$ cat config.mk
export PLATFORM = sky130hd
export DESIGN_NAME = tlul_reg_adapter_dev
export DESIGN_NICKNAME = d
export VERILOG_FILES = /design/src/rtl/tlul_reg_adapter_dev.sv
export SDC_FILE = /design/constraint.sdc
export NUM_CORES = 1
export LEC_CHECK = 0
export BUFFER_PORTS_ARGS = -buffer_cell sky130_fd_sc_hd__buf_2
export CORE_AREA = 2 2 106 108
export CTS_BUF_LIST = sky130_fd_sc_hd__clkbuf_16
export CTS_CLUSTER_DIAMETER = 40
export CTS_CLUSTER_SIZE = 10
export DETAILED_ROUTE_END_ITERATION = 8
export DIE_AREA = 0 0 108 110
export GPL_ROUTABILITY_DRIVEN = 0
export GPL_TIMING_DRIVEN = 0
export PLACE_DENSITY = 0.86
export REMOVE_ABC_BUFFERS = 1
export SYNTH_ARGS = -nofsm -noshare
export SYNTH_HDL_FRONTEND = slang
export SYNTH_SLANG_ARGS = --single-unit
export TNS_END_PERCENT = 5
$ cat constraint.sdc
create_clock -name clk_i -period 3.4 [get_ports clk_i]
set_input_delay 0.85 -clock clk_i [delete_from_list [all_inputs] [get_ports clk_i]]
set_output_delay 0.85 -clock clk_i [all_outputs]
set_load 0.05 [all_outputs]
$ cat src/rtl/tlul_reg_adapter_dev.sv
// TL-UL device adapter: turns single-beat Get/Put requests into a simple register-port
// request/grant/rvalid handshake and returns one D beat per request.
//
// state | meaning
// IDLE  | ready for a new A beat
// REQ   | reg_req_o high, waiting for reg_gnt_i
// WAIT  | granted, waiting for reg_rvalid_i
// RESP  | d_valid_o high until the host takes the D beat
module tlul_reg_adapter_dev #(
  parameter int AW  = 32,
  parameter int DW  = 32,
  parameter int AIW = 8,
  parameter int SZW = 2,
  localparam int DBW = DW / 8
) (
  input  logic           clk_i,
  input  logic           rst_i,

  input  logic           a_valid_i,
  input  logic [2:0]     a_opcode_i,
  input  logic [2:0]     a_param_i,
  input  logic [SZW-1:0] a_size_i,
  input  logic [AIW-1:0] a_source_i,
  input  logic [AW-1:0]  a_address_i,
  input  logic [DBW-1:0] a_mask_i,
  input  logic [DW-1:0]  a_data_i,
  output logic           a_ready_o,

  output logic           d_valid_o,
  output logic [2:0]     d_opcode_o,
  output logic [SZW-1:0] d_size_o,
  output logic [AIW-1:0] d_source_o,
  output logic [DW-1:0]  d_data_o,
  output logic           d_error_o,
  input  logic           d_ready_i,

  output logic           reg_req_o,
  output logic           reg_we_o,
  output logic [AW-1:0]  reg_addr_o,
  output logic [DW-1:0]  reg_wdata_o,
  output logic [DBW-1:0] reg_be_o,
  input  logic           reg_gnt_i,
  input  logic           reg_rvalid_i,
  input  logic [DW-1:0]  reg_rdata_i,
  input  logic           reg_err_i
);

  localparam int OFFW = $clog2(DBW);

  localparam logic [2:0] OP_PUT_FULL    = 3'd0;
  localparam logic [2:0] OP_PUT_PARTIAL = 3'd1;
  localparam logic [2:0] OP_GET         = 3'd4;
  localparam logic [2:0] D_ACK          = 3'd0;
  localparam logic [2:0] D_ACK_DATA     = 3'd1;

  typedef enum logic [1:0] {
    IDLE = 2'd0,
    REQ  = 2'd1,
    WAIT = 2'd2,
    RESP = 2'd3
  } state_t;

  state_t         state;
  logic [2:0]     op_q;
  logic [SZW-1:0] size_q;
  logic [AIW-1:0] source_q;
  logic [AW-1:0]  addr_q;
  logic [DBW-1:0] mask_q;
  logic [DW-1:0]  wdata_q;

  logic [DBW-1:0] size_lanes;
  logic [DBW-1:0] lanes;
  logic           aligned;
  logic           op_ok;
  logic           mask_ok;
  logic           legal;
  logic           a_get;
  logic           is_get;
  logic [DW-1:0]  resp_data;

  // Byte lanes a request of this size/address may touch; oversize requests get none.
  always_comb begin
    size_lanes = '0;
    aligned    = 1'b0;
    case (a_size_i)
      SZW'(0): begin
        size_lanes = DBW'(4'h1);
        aligned    = 1'b1;
      end
      SZW'(1): begin
        size_lanes = DBW'(4'h3);
        aligned    = ~a_address_i[0];
      end
      SZW'(2): begin
        size_lanes = DBW'(4'hF);
        aligned    = (a_address_i[1:0] == 2'b00);
      end
      default: ;
    endcase
    lanes = size_lanes << a_address_i[OFFW-1:0];
  end

  assign a_get   = (a_opcode_i == OP_GET);
  assign op_ok   = a_get || (a_opcode_i == OP_PUT_FULL) || (a_opcode_i == OP_PUT_PARTIAL);
  assign mask_ok = (a_mask_i != '0) && ((a_mask_i & ~lanes) == '0) &&
                   ((a_opcode_i != OP_PUT_FULL) || (a_mask_i == lanes));
  assign legal   = op_ok && (a_param_i == 3'd0) && aligned && mask_ok;

  assign is_get    = (op_q == OP_GET);
  assign resp_data = is_get ? (reg_err_i ? '1 : reg_rdata_i) : '0;

  assign a_ready_o   = (state == IDLE) && !rst_i;
  assign d_size_o    = size_q;
  assign d_source_o  = source_q;
  assign reg_addr_o  = addr_q;
  assign reg_wdata_o = wdata_q;
  assign reg_be_o    = mask_q;

  always_ff @(posedge clk_i) begin
    if (rst_i) begin
      state      <= IDLE;
      op_q       <= '0;
      size_q     <= '0;
      source_q   <= '0;
      addr_q     <= '0;
      mask_q     <= '0;
      wdata_q    <= '0;
      d_valid_o  <= 1'b0;
      d_opcode_o <= D_ACK;
      d_data_o   <= '0;
      d_error_o  <= 1'b0;
      reg_req_o  <= 1'b0;
      reg_we_o   <= 1'b0;
    end else begin
      case (state)
        IDLE: begin
          if (a_valid_i) begin
            op_q       <= a_opcode_i;
            size_q     <= a_size_i;
            source_q   <= a_source_i;
            addr_q     <= {a_address_i[AW-1:2], 2'b00};
            mask_q     <= a_mask_i;
            wdata_q    <= a_data_i;
            d_opcode_o <= a_get ? D_ACK_DATA : D_ACK;
            if (legal) begin
              state     <= REQ;
              reg_req_o <= 1'b1;
              reg_we_o  <= !a_get;
            end else begin
              // Rejected locally: the register port never sees this request.
              state     <= RESP;
              d_valid_o <= 1'b1;
              d_error_o <= 1'b1;
              d_data_o  <= a_get ? '1 : '0;
            end
          end
        end
        REQ: begin
          if (reg_gnt_i) begin
            reg_req_o <= 1'b0;
            reg_we_o  <= 1'b0;
            if (reg_rvalid_i) begin
              state     <= RESP;
              d_valid_o <= 1'b1;
              d_data_o  <= resp_data;
              d_error_o <= reg_err_i;
            end else begin
              state <= WAIT;
            end
          end
        end
        WAIT: begin
          if (reg_rvalid_i) begin
            state     <= RESP;
            d_valid_o <= 1'b1;
            d_data_o  <= resp_data;
            d_error_o <= reg_err_i;
          end
        end
        RESP: begin
          if (d_ready_i) begin
            state     <= IDLE;
            d_valid_o <= 1'b0;
            d_error_o <= 1'b0;
          end
        end
        default: state <= IDLE;
      endcase
    end
  end

endmodule
==> flow_summary.toml, run 1 <==
[synthesis]
async_reset_ff_frac = 0
synth_fa_ha_area_frac = 0.0366
synth-simple-area-share = 0.211
synth_top_family_by_area = "simple AND/OR/NAND/NOR gates"
ys_warn_count = 0
synth-seq-cells = 118
yosysTopAreaCell = "dfxtp_1"
ys_seq_area_frac = 0.493
synthMuxAreaShare = 0.0162
ys.flop_type = "dfxtp_1"
synth_area_mm2 = 0.00479
synth_cell_types = 43
synth_top_cell_area_share = 0.493
netlist_instances = 585
synth-xor-area-share = 0
synth_edf_count = 0
synthTopCellsByArea = "dfxtp_1, nand2_1, a21oi_1"
synth_compound_area_frac = 0.195
syn_area_per_cell_um2 = 8.19

[grt]
grt_use_total = 0.215
grt_pass1_vias = 4380
grt_max_degree = 81
grt_overflow = 0
antenna_found_initial = 0
grt_pass1_wl_um = 20100

[setup_path]
path_class = "primary input to flip-flop"
worstPathCellList = "buf_2 > inv_1 > ha_1 > inv_1 > mux2i_1 > nand2b_1 > ha_1 > nor4_1 > nand4_1 > nor3_1 > nand2b_4 > a22oi_1"
cp-end-kind = "flip-flop"
start_kind = "primary input"
r2r_end = "d_data_o[13]"
rr_worst_depth = 8
cp.required_ns = 3.65
startpoint = "a_size_i[0]"
r2r_start = "state[1]"
arrival_ns = 3.39
cpMaxStageDelayCell = "nand2b_4"
cp_max_fo = 32
r2r_slack_ns = 1.00
critPathMaxStageDelay_ns = 0.47

[clock_network]
cts_tree = "done"
clk_path_buf_depth = 2
worst_skew_pair.late_latency_ns = 0.41
root_buffer = "clkbuf_16"
cts_made_buffers = 17
cts_sinks = 118
clk_pin_slew_ns = 0.06
postCtsHoldBufs = 0
htree_levels = 4
postCtsSetupBuffers = 0

[cells_and_area]
fillers = 937
postLayoutCoreUtil = 0.626
n_antenna_cell = 0
seq_area_mm2 = 0.00236
area_delta_synth_final_pct = 39.8
fin_area_mm2 = 0.00670
nets = 938
layout-drive-gt1-share = 0.343
multi_input_area_mm2 = 0.00224

[timing]
setup_violations = 0
fin_worst_skew_ns = 0.0112
fin_crit_ns = 3.14
final_max_slew_viol_count = 0
hold_violations = 0
maxSlewHeadroom = 0.431
worst_slack_ns = 0.261
rsz0062_at_grt = "false"
fmax_mhz = 319
worst_pin_slew_ns = 0.853
whs_ns = 0.449
fin_crit_sh = 0.923

[status]
run_status = "finished clean"

[flow_run]
cap_violations = 0

[hold_path]
holdPathEnd = "reg_addr_o[4]"
worstHoldPathCells = 2
hold_start = "reg_addr_o[4]"
min_path_type = "flip-flop to flip-flop"

[pwr]
power_uw = 6200
ir_drop_mv = 0.531
p_leak_uw = 0.00315
power_density_mw_per_mm2 = 926

[floorplanning]
die_x_um = 108
core_area_mm2 = 0.0107
initial_core_util = 0.448
dieArea_mm2 = 0.0119
ios = 241
num_rows = 38
fp.dieH_um = 110

[routing]
firstDrtPassIters = 4
wl_um = 13100
viasPerCell = 4.95
drtIter0Drc = 309
wl_per_cell_um = 13.7
via_count = 4727
antenna_left = 0
drc_errors = 0

[placed_design]
place_area_mm2 = 0.00606
io_buffers = 236
place_ws_ns = -0.734
dp_hpwl_um = 9120
## power by group
group	switching [uW]	total, uW	leakage (uW)	internal, uW
clock network	650	1880	0.000296	1230
registers	157	1850	0.000969	1700
logic	1830	2470	0.00188	637
## flip-flops by register name (all words and copies together) (netlist names)
name         count
reg_req_o        1
reg_we_o         1
reg_addr_o      30
state            2
d_opcode_o       1
d_error_o        1
op_q             3
reg_be_o         4
d_size_o         2
d_data_o        32
reg_wdata_o     32
d_valid_o        1
d_source_o       8
## kinds of logic after synthesis
| group | after synthesis |
|---|---|
| and+or+nand+nor | 228 |
| AOI/OAI and AO/OA | 161 |
| DFF | 118 |
| buffers and inverters | 56 |
| adders and majority gates | 14 |
| muxes | 7 |
| other | 1 |
## how the worst max path moves through the flow
stage | depth (start not counted) | slack, ns | end
finish | 12 | 0.26 | d_data_o[7]
global route | 12 | 0.03 | d_data_o[14]
detailed placement | 12 | -0.73 | d_data_o[7]
global placement | 6 | -1.54 | d_data_o[25]
CTS | 12 | 0.11 | d_data_o[13]
floorplan | 10 | -0.19 | d_data_o[0]
## per-layer routing
metal / routed length, um / vias up / track usage
met2: 6300 / 188 / 0.358
li1: - / 2395 / -
met5: 0 / - / 0
met3: 1250 / 19 / 0.0800
met1: 5310 / 2125 / 0.248
met4: 228 / 0 / 0.0971
## cell usage after synthesis (all sizes together), types with 2 or more instances
cell type  instances
mux2i              4
ha                14
buf               11
inv               10
a22oi             32
clkbuf            35
or3                2
dfxtp            118
nand2b            36
nor2b              3
nor3b              2
nor4               3
o21ai             38
a211oi             2
nand2            164
mux2               3
nor3               3
nor2               7
a21oi             80
## area by class of cell
type / instances / area share
inverter: 10 / 0.00560
timing repair buffer: 240 / 0.187
tap: 140 / 0.0261
clock buffer: 17 / 0.0635
multi-input combinational: 414 / 0.335
clock inverter: 15 / 0.0303
sequential: 118 / 0.353
## worst max-delay path, delay by kind of cell
| family | cells | cell delay (ns) |
|---|---|---|
| AND/OR/NAND/NOR | 5 | 1.53 |
| adder cells (fa/ha/maj) | 2 | 0.49 |
| buffers and inverters | 3 | 0.22 |
| multiplexers | 1 | 0.16 |
| AO/OA/AOI/OAI | 1 | 0.13 |
## what timing repair did
action | 4_1_cts | 5_1_grt
resized for setup | 1 | 1
pin swaps | 0 | 0
setup endpoints to repair | 32 | 32
## placed cells by master, fill, tap and decap left out, types with 4 or more instances in the layout
cell and instances:
ha_1 14, bufinv_16 4, mux2i_1 4, a21oi_1 80
inv_1 9, conb_1 4, a22oi_1 32, nand2b_1 35
dfxtp_1 118, clkbuf_16 17, buf_2 235, o21ai_0 35
nor2_1 7, nand2_1 163
## through the flow
stage	setup TNS (ns)	cells
after floorplan	-6.03	542
after global placement	-49.29	918
after detailed placement	-22.09	922
after CTS	0	954
after global routing	0	954
final	0	954
Power figures use the tool's default switching activity.
==> inputs of run 2 (changes only) <==
- clock period: 3.4 -> 3.1 ns (I/O delays scaled with it)
==> run 2 against run 1 <==
  * Via count up 1.2%
  * Worst setup slack worse by 0.079 ns
  * Critical path type unchanged
  * Cell area up 0.30%
  * Register-to-register slack worse by 0.16 ns
  * Non-clock buffer count up 2
  * Total power up 10%
  * Combinational power up 11%
  * Highest routed layer unchanged
==> flow_summary.toml, run 2 (synthesis results as in run 1) <==
[placed_design]
io_buffers = 236
dp_hpwl_um = 9120
dp_cells = 922
place_area_mm2 = 0.00606
place_ws_ns = -0.959

[grt]
antenna_found_initial = 0
grt_pass1_vias = 4388
grt_pass1_wl_um = 20100
grt_max_degree = 81
grt_use_total = 0.215
grt_overflow = 0

[clock_network]
worst_skew_pair.late_latency_ns = 0.41
cts_made_buffers = 17
cts_sinks = 118
postCtsHoldBufs = 0
cts_tree = "done"
clk_path_buf_depth = 2
root_buffer = "clkbuf_16"
clk_pin_slew_ns = 0.05
htree_levels = 4

[timing]
setup_violations = 0
fin_crit_sh = 0.941
fin_crit_ns = 2.92
worst_pin_slew_ns = 0.866
whs_ns = 0.449
hold_violations = 0
worst_slack_ns = 0.182
fmax_mhz = 343
final_max_slew_viol_count = 0
fin_worst_skew_ns = 0.0120
maxSlewHeadroom = 0.422

[pwr]
p_comb_frac = 0.402
p_seq_frac = 0.297
p_int_uw = 3930
power_switching_uw = 2910
ir_drop_mv = 0.587
p_sw_frac = 0.425
power_density_mw_per_mm2 = 1020
p_leak_uw = 0.00316
clockPowerShare = 0.301

[routing]
drc_errors = 0
wl_um = 13200
firstDrtPassIters = 4
wl_per_cell_um = 13.8
antenna_left = 0
via_count = 4784
drtIter0Drc = 318
viasPerCell = 5.00

[setup_path]
r2r_start = "state[1]"
r2r_end = "d_data_o[7]"
path_class = "primary input to flip-flop"
cp_top_family = "simple AND/OR/NAND/NOR gates"
cp_max_fo = 4
cp.required_ns = 3.39
critPathMaxStageDelay_ns = 0.44
worstSetupEndpoint = "d_error_o"
cpMostUsedCell = "ha_1"
worstPathCellList = "buf_2 > inv_1 > ha_1 > mux2_1 > o21ai_1 > ha_1 > and4_1 > o32ai_1 > nor3_2 > or3b_4 > mux2_4"
r2r_slack_ns = 0.84
rr_worst_depth = 7
arrival_ns = 3.20
cp-end-kind = "flip-flop"
cpMaxStageDelayCell = "or3b_4"
startpoint = "a_size_i[0]"
path_depth = 11
start_kind = "primary input"
critPathBufInv = 2

[cells_and_area]
layout_commonest_cell = "buf_2"
fin_area_mm2 = 0.00672
nets = 940
layout-drive-gt1-share = 0.346
area_delta_synth_final_pct = 40.2
final_cells = 956
final_cell_mix = "buf_2, nand2_1, dfxtp_1, a21oi_1"
postLayoutCoreUtil = 0.628
fillers = 933
n_antenna_cell = 0

[floorplanning]
dieArea_mm2 = 0.0119
die_x_um = 108
core_area_mm2 = 0.0107
ios = 241
fp.dieH_um = 110
num_rows = 38
initial_core_util = 0.448

[hold_path]
min_path_type = "flip-flop to flip-flop"

[status]
run_status = "finished clean"

[flow_run]
cap_violations = 0
[run 2: worst register-to-register path, stage by stage, from the launching register on]
cell,delay [ns]
dfxtp_1,0.41
inv_1,0.13
ha_1,0.29
nand2b_1,0.15
nand2_1,0.13
nor4_1,0.47
nand2b_4,0.32
a22oi_1,0.27
[run 2: cell type report]
type	instances	area, um2	share of cell area
clock inverters	15	203	0.0302
multi-input cells	414	2250	0.334
repair buffers	242	1270	0.189
clock buffers	17	425	0.0633
flip-flops and latches	118	2360	0.352
well taps	140	175	0.0261
inverters	10	37.5	0.00559
[run 2: repair_timing]
item                       in CTS  in global routing
setup endpoints to repair      32                 33
gates resized for setup         2                  1
pin swaps                       0                  1
setup buffers                   0                  2
[run 2: power groups by stage]
stage	clock [uW]	combinational, uW	sequential [uW]
finish	2060	2750	2030
global route	2180	2940	2070
floorplan	0	872	3130
CTS	2100	2730	2030
detailed placement	0	2720	2050
global placement	0	2630	2040
[run 2: routing by layer]
metal	vias to the layer above	GRT usage	routed length [um]
met5	-	0	0
met4	0	0.0971	240
met3	20	0.0800	1260
met2	207	0.359	6330
met1	2157	0.248	5370
li1	2400	-	-
[run 2: how the worst min path moves through the flow]
stage                   start              to  depth (start not counted)
4_1_cts         d_source_o[2]   d_source_o[2]                          2
3_5_place_dp    d_source_o[2]   d_source_o[2]                          2
5_1_grt         d_source_o[2]   d_source_o[2]                          2
2_1_floorplan         op_q[2]         op_q[2]                          2
3_3_place_gp   reg_addr_o[10]  reg_addr_o[10]                          2
6_report          d_size_o[0]     d_size_o[0]                          2
[run 2: stage by stage]
stage,setup TNS [ns],total power (uW)
2_1_floorplan,-13.23,4000
3_3_place_gp,-77.34,4670
3_5_place_dp,-29.71,4770
5_1_grt,-0.0117,7190
4_1_cts,0,6860
6_report,0,6840
==> inputs of run 3 (changes only) <==
- PLACE_DENSITY: 0.86 -> 0.85
==> run 3 against run 2 <==
  * Total power decreased by 2.4%
  * Utilization decreased by 0.40 points
  * Worst setup slack improved by 0.015 ns
  * Cell area decreased by 0.63%
  * Final cell count increased by 0.10%
  * Clock power decreased by 9.7%
  * Highest routed layer unchanged
==> flow_summary.toml, run 3 (synthesis results as in run 1) <==
[status]
run_status = "finished clean"

[timing]
hold_violations = 0
setup_violations = 0
rsz0062_at_grt = "false"
fin_crit_ns = 2.90
fin_worst_skew_ns = 0.00910
maxSlewHeadroom = 0.410
fin_setup_tns_ns = 0
final_max_slew_viol_count = 0
worst_slack_ns = 0.197
fin_crit_sh = 0.936
fmax_mhz = 345
whs_ns = 0.449
worst_pin_slew_ns = 0.886

[setup_path]
cpMostUsedCell = "ha_1"
critPathMaxStageDelay_ns = 0.43
r2r_start = "state[0]"
r2r_end = "d_data_o[21]"
arrival_ns = 3.19
start_kind = "primary input"
rr_worst_depth = 8
r2r_slack_ns = 0.61
worstPathCellList = "buf_2 > inv_1 > ha_1 > mux2_1 > o21ai_1 > ha_1 > and4_1 > o32ai_1 > nor3_2 > or3b_4 > mux2_4"
cpMaxStageDelayCell = "or3b_4"
cp_max_fo = 4
cp-end-kind = "flip-flop"
cp.required_ns = 3.39
path_class = "primary input to flip-flop"

[clock_network]
root_buffer = "clkbuf_16"
cts_made_buffers = 17
htree_levels = 4
worst_skew_pair.late_latency_ns = 0.41
clk_pin_slew_ns = 0.06
clk_path_buf_depth = 2
postCtsHoldBufs = 0
cts_tree = "done"
cts_sinks = 118

[placed_design]
dp_hpwl_um = 8930
place_area_mm2 = 0.00606
io_buffers = 236
place_ws_ns = -0.942

[hold_path]
holdPathEnd = "d_size_o[0]"
hold_start = "d_size_o[0]"
worstHoldPathCells = 2
min_path_type = "flip-flop to flip-flop"

[flow_run]
cap_violations = 0

[cells_and_area]
nets = 941
layout-drive-gt1-share = 0.346
fin_area_mm2 = 0.00668
area_delta_synth_final_pct = 39.3
layout_commonest_cell = "buf_2"
n_antenna_cell = 0
final_cell_mix = "buf_2, nand2_1, dfxtp_1, a21oi_1"

[floorplanning]
fp.dieH_um = 110
ios = 241
die_x_um = 108
initial_core_util = 0.448
dieArea_mm2 = 0.0119
num_rows = 38
core_area_mm2 = 0.0107

[grt]
grt_max_degree = 81
grt_pass1_wl_um = 20100
grt_overflow = 0
grt_pass1_vias = 4489
grt_use_total = 0.214
antenna_found_initial = 0

[routing]
drtIter0Drc = 270
via_count = 4735
firstDrtPassIters = 6
drc_errors = 0
wl_um = 13300
wl_per_cell_um = 13.9
viasPerCell = 4.95
antenna_left = 0

[pwr]
power_density_mw_per_mm2 = 1000
ir_drop_mv = 0.656
p_leak_uw = 0.00315
power_uw = 6680
[run 3: cell types whose count changed in the layout (fill, tap and decap cells not counted), moves of 2 or more]
cell       previous run  this run
clkinv_1              2         0
clkinv_2              0         5
bufinv_16             4         2
inv_6                 3         1
inv_1                 9        11
clkinv_4              3         1
[run 3: layout make-up]
class                           count  area, um2
Inverter                           10       37.5
Sequential cell                   118       2360
Timing Repair Buffer              243       1290
Multi-Input combinational cell    414       2250
Clock inverter                     15        140
Fill cell                         958       4020
Clock buffer                       17        425
Tap cell                          140        175
[run 3: critical path: cells and delay by family]
family	cells	cell delay [ns]
fa+ha+maj	2	0.53
simple gates	3	0.73
compound gates	2	0.35
mux	2	0.61
buf+inv	2	0.19
[run 3: power breakdown]
part	leakage [uW]	internal, uW	switching, uW	total (uW)
clock network	0.000277	1170	687	1860
logic	0.00190	756	2040	2790
registers	0.000969	1860	169	2030
total	0.00315	3780	2890	6680
[run 3: through the flow]
stage | util | cells
5_1_grt | 0.624 | 957
3_5_place_dp | 0.567 | 922
6_report | 0.624 | 957
3_3_place_gp | 0.558 | 918
2_1_floorplan | - | 542
4_1_cts | 0.620 | 954
[run 3: timing repair]
| item | CTS | global route |
|---|---|---|
| setup endpoints to repair | 32 | 32 |
| gates cloned | 0 | 0 |
| pin swaps | 0 | 1 |
| resized for setup | 2 | 1 |
| buffers inserted | 0 | 3 |
[run 3: how the worst max path moves through the flow]
| stage | startpoint | endpoint | slack (ns) | depth (start not counted) |
|---|---|---|---|---|
| 6_report | a_size_i[0] | d_error_o | 0.20 | 11 |
| 5_1_grt | a_size_i[0] | d_data_o[0] | 0.09 | 12 |
| 4_1_cts | a_size_i[0] | d_data_o[0] | 0.08 | 12 |
| 3_3_place_gp | state[0] | d_data_o[31] | -1.86 | 6 |
| 2_1_floorplan | a_size_i[0] | d_data_o[0] | -0.41 | 10 |
| 3_5_place_dp | a_size_i[0] | d_data_o[11] | -0.94 | 12 |
[run 3: per-layer routing]
layer	part of all wire	global-route usage
met5	0	0
met4	0.012	0.0897
met3	0.091	0.0770
met2	0.48	0.368
met1	0.42	0.240
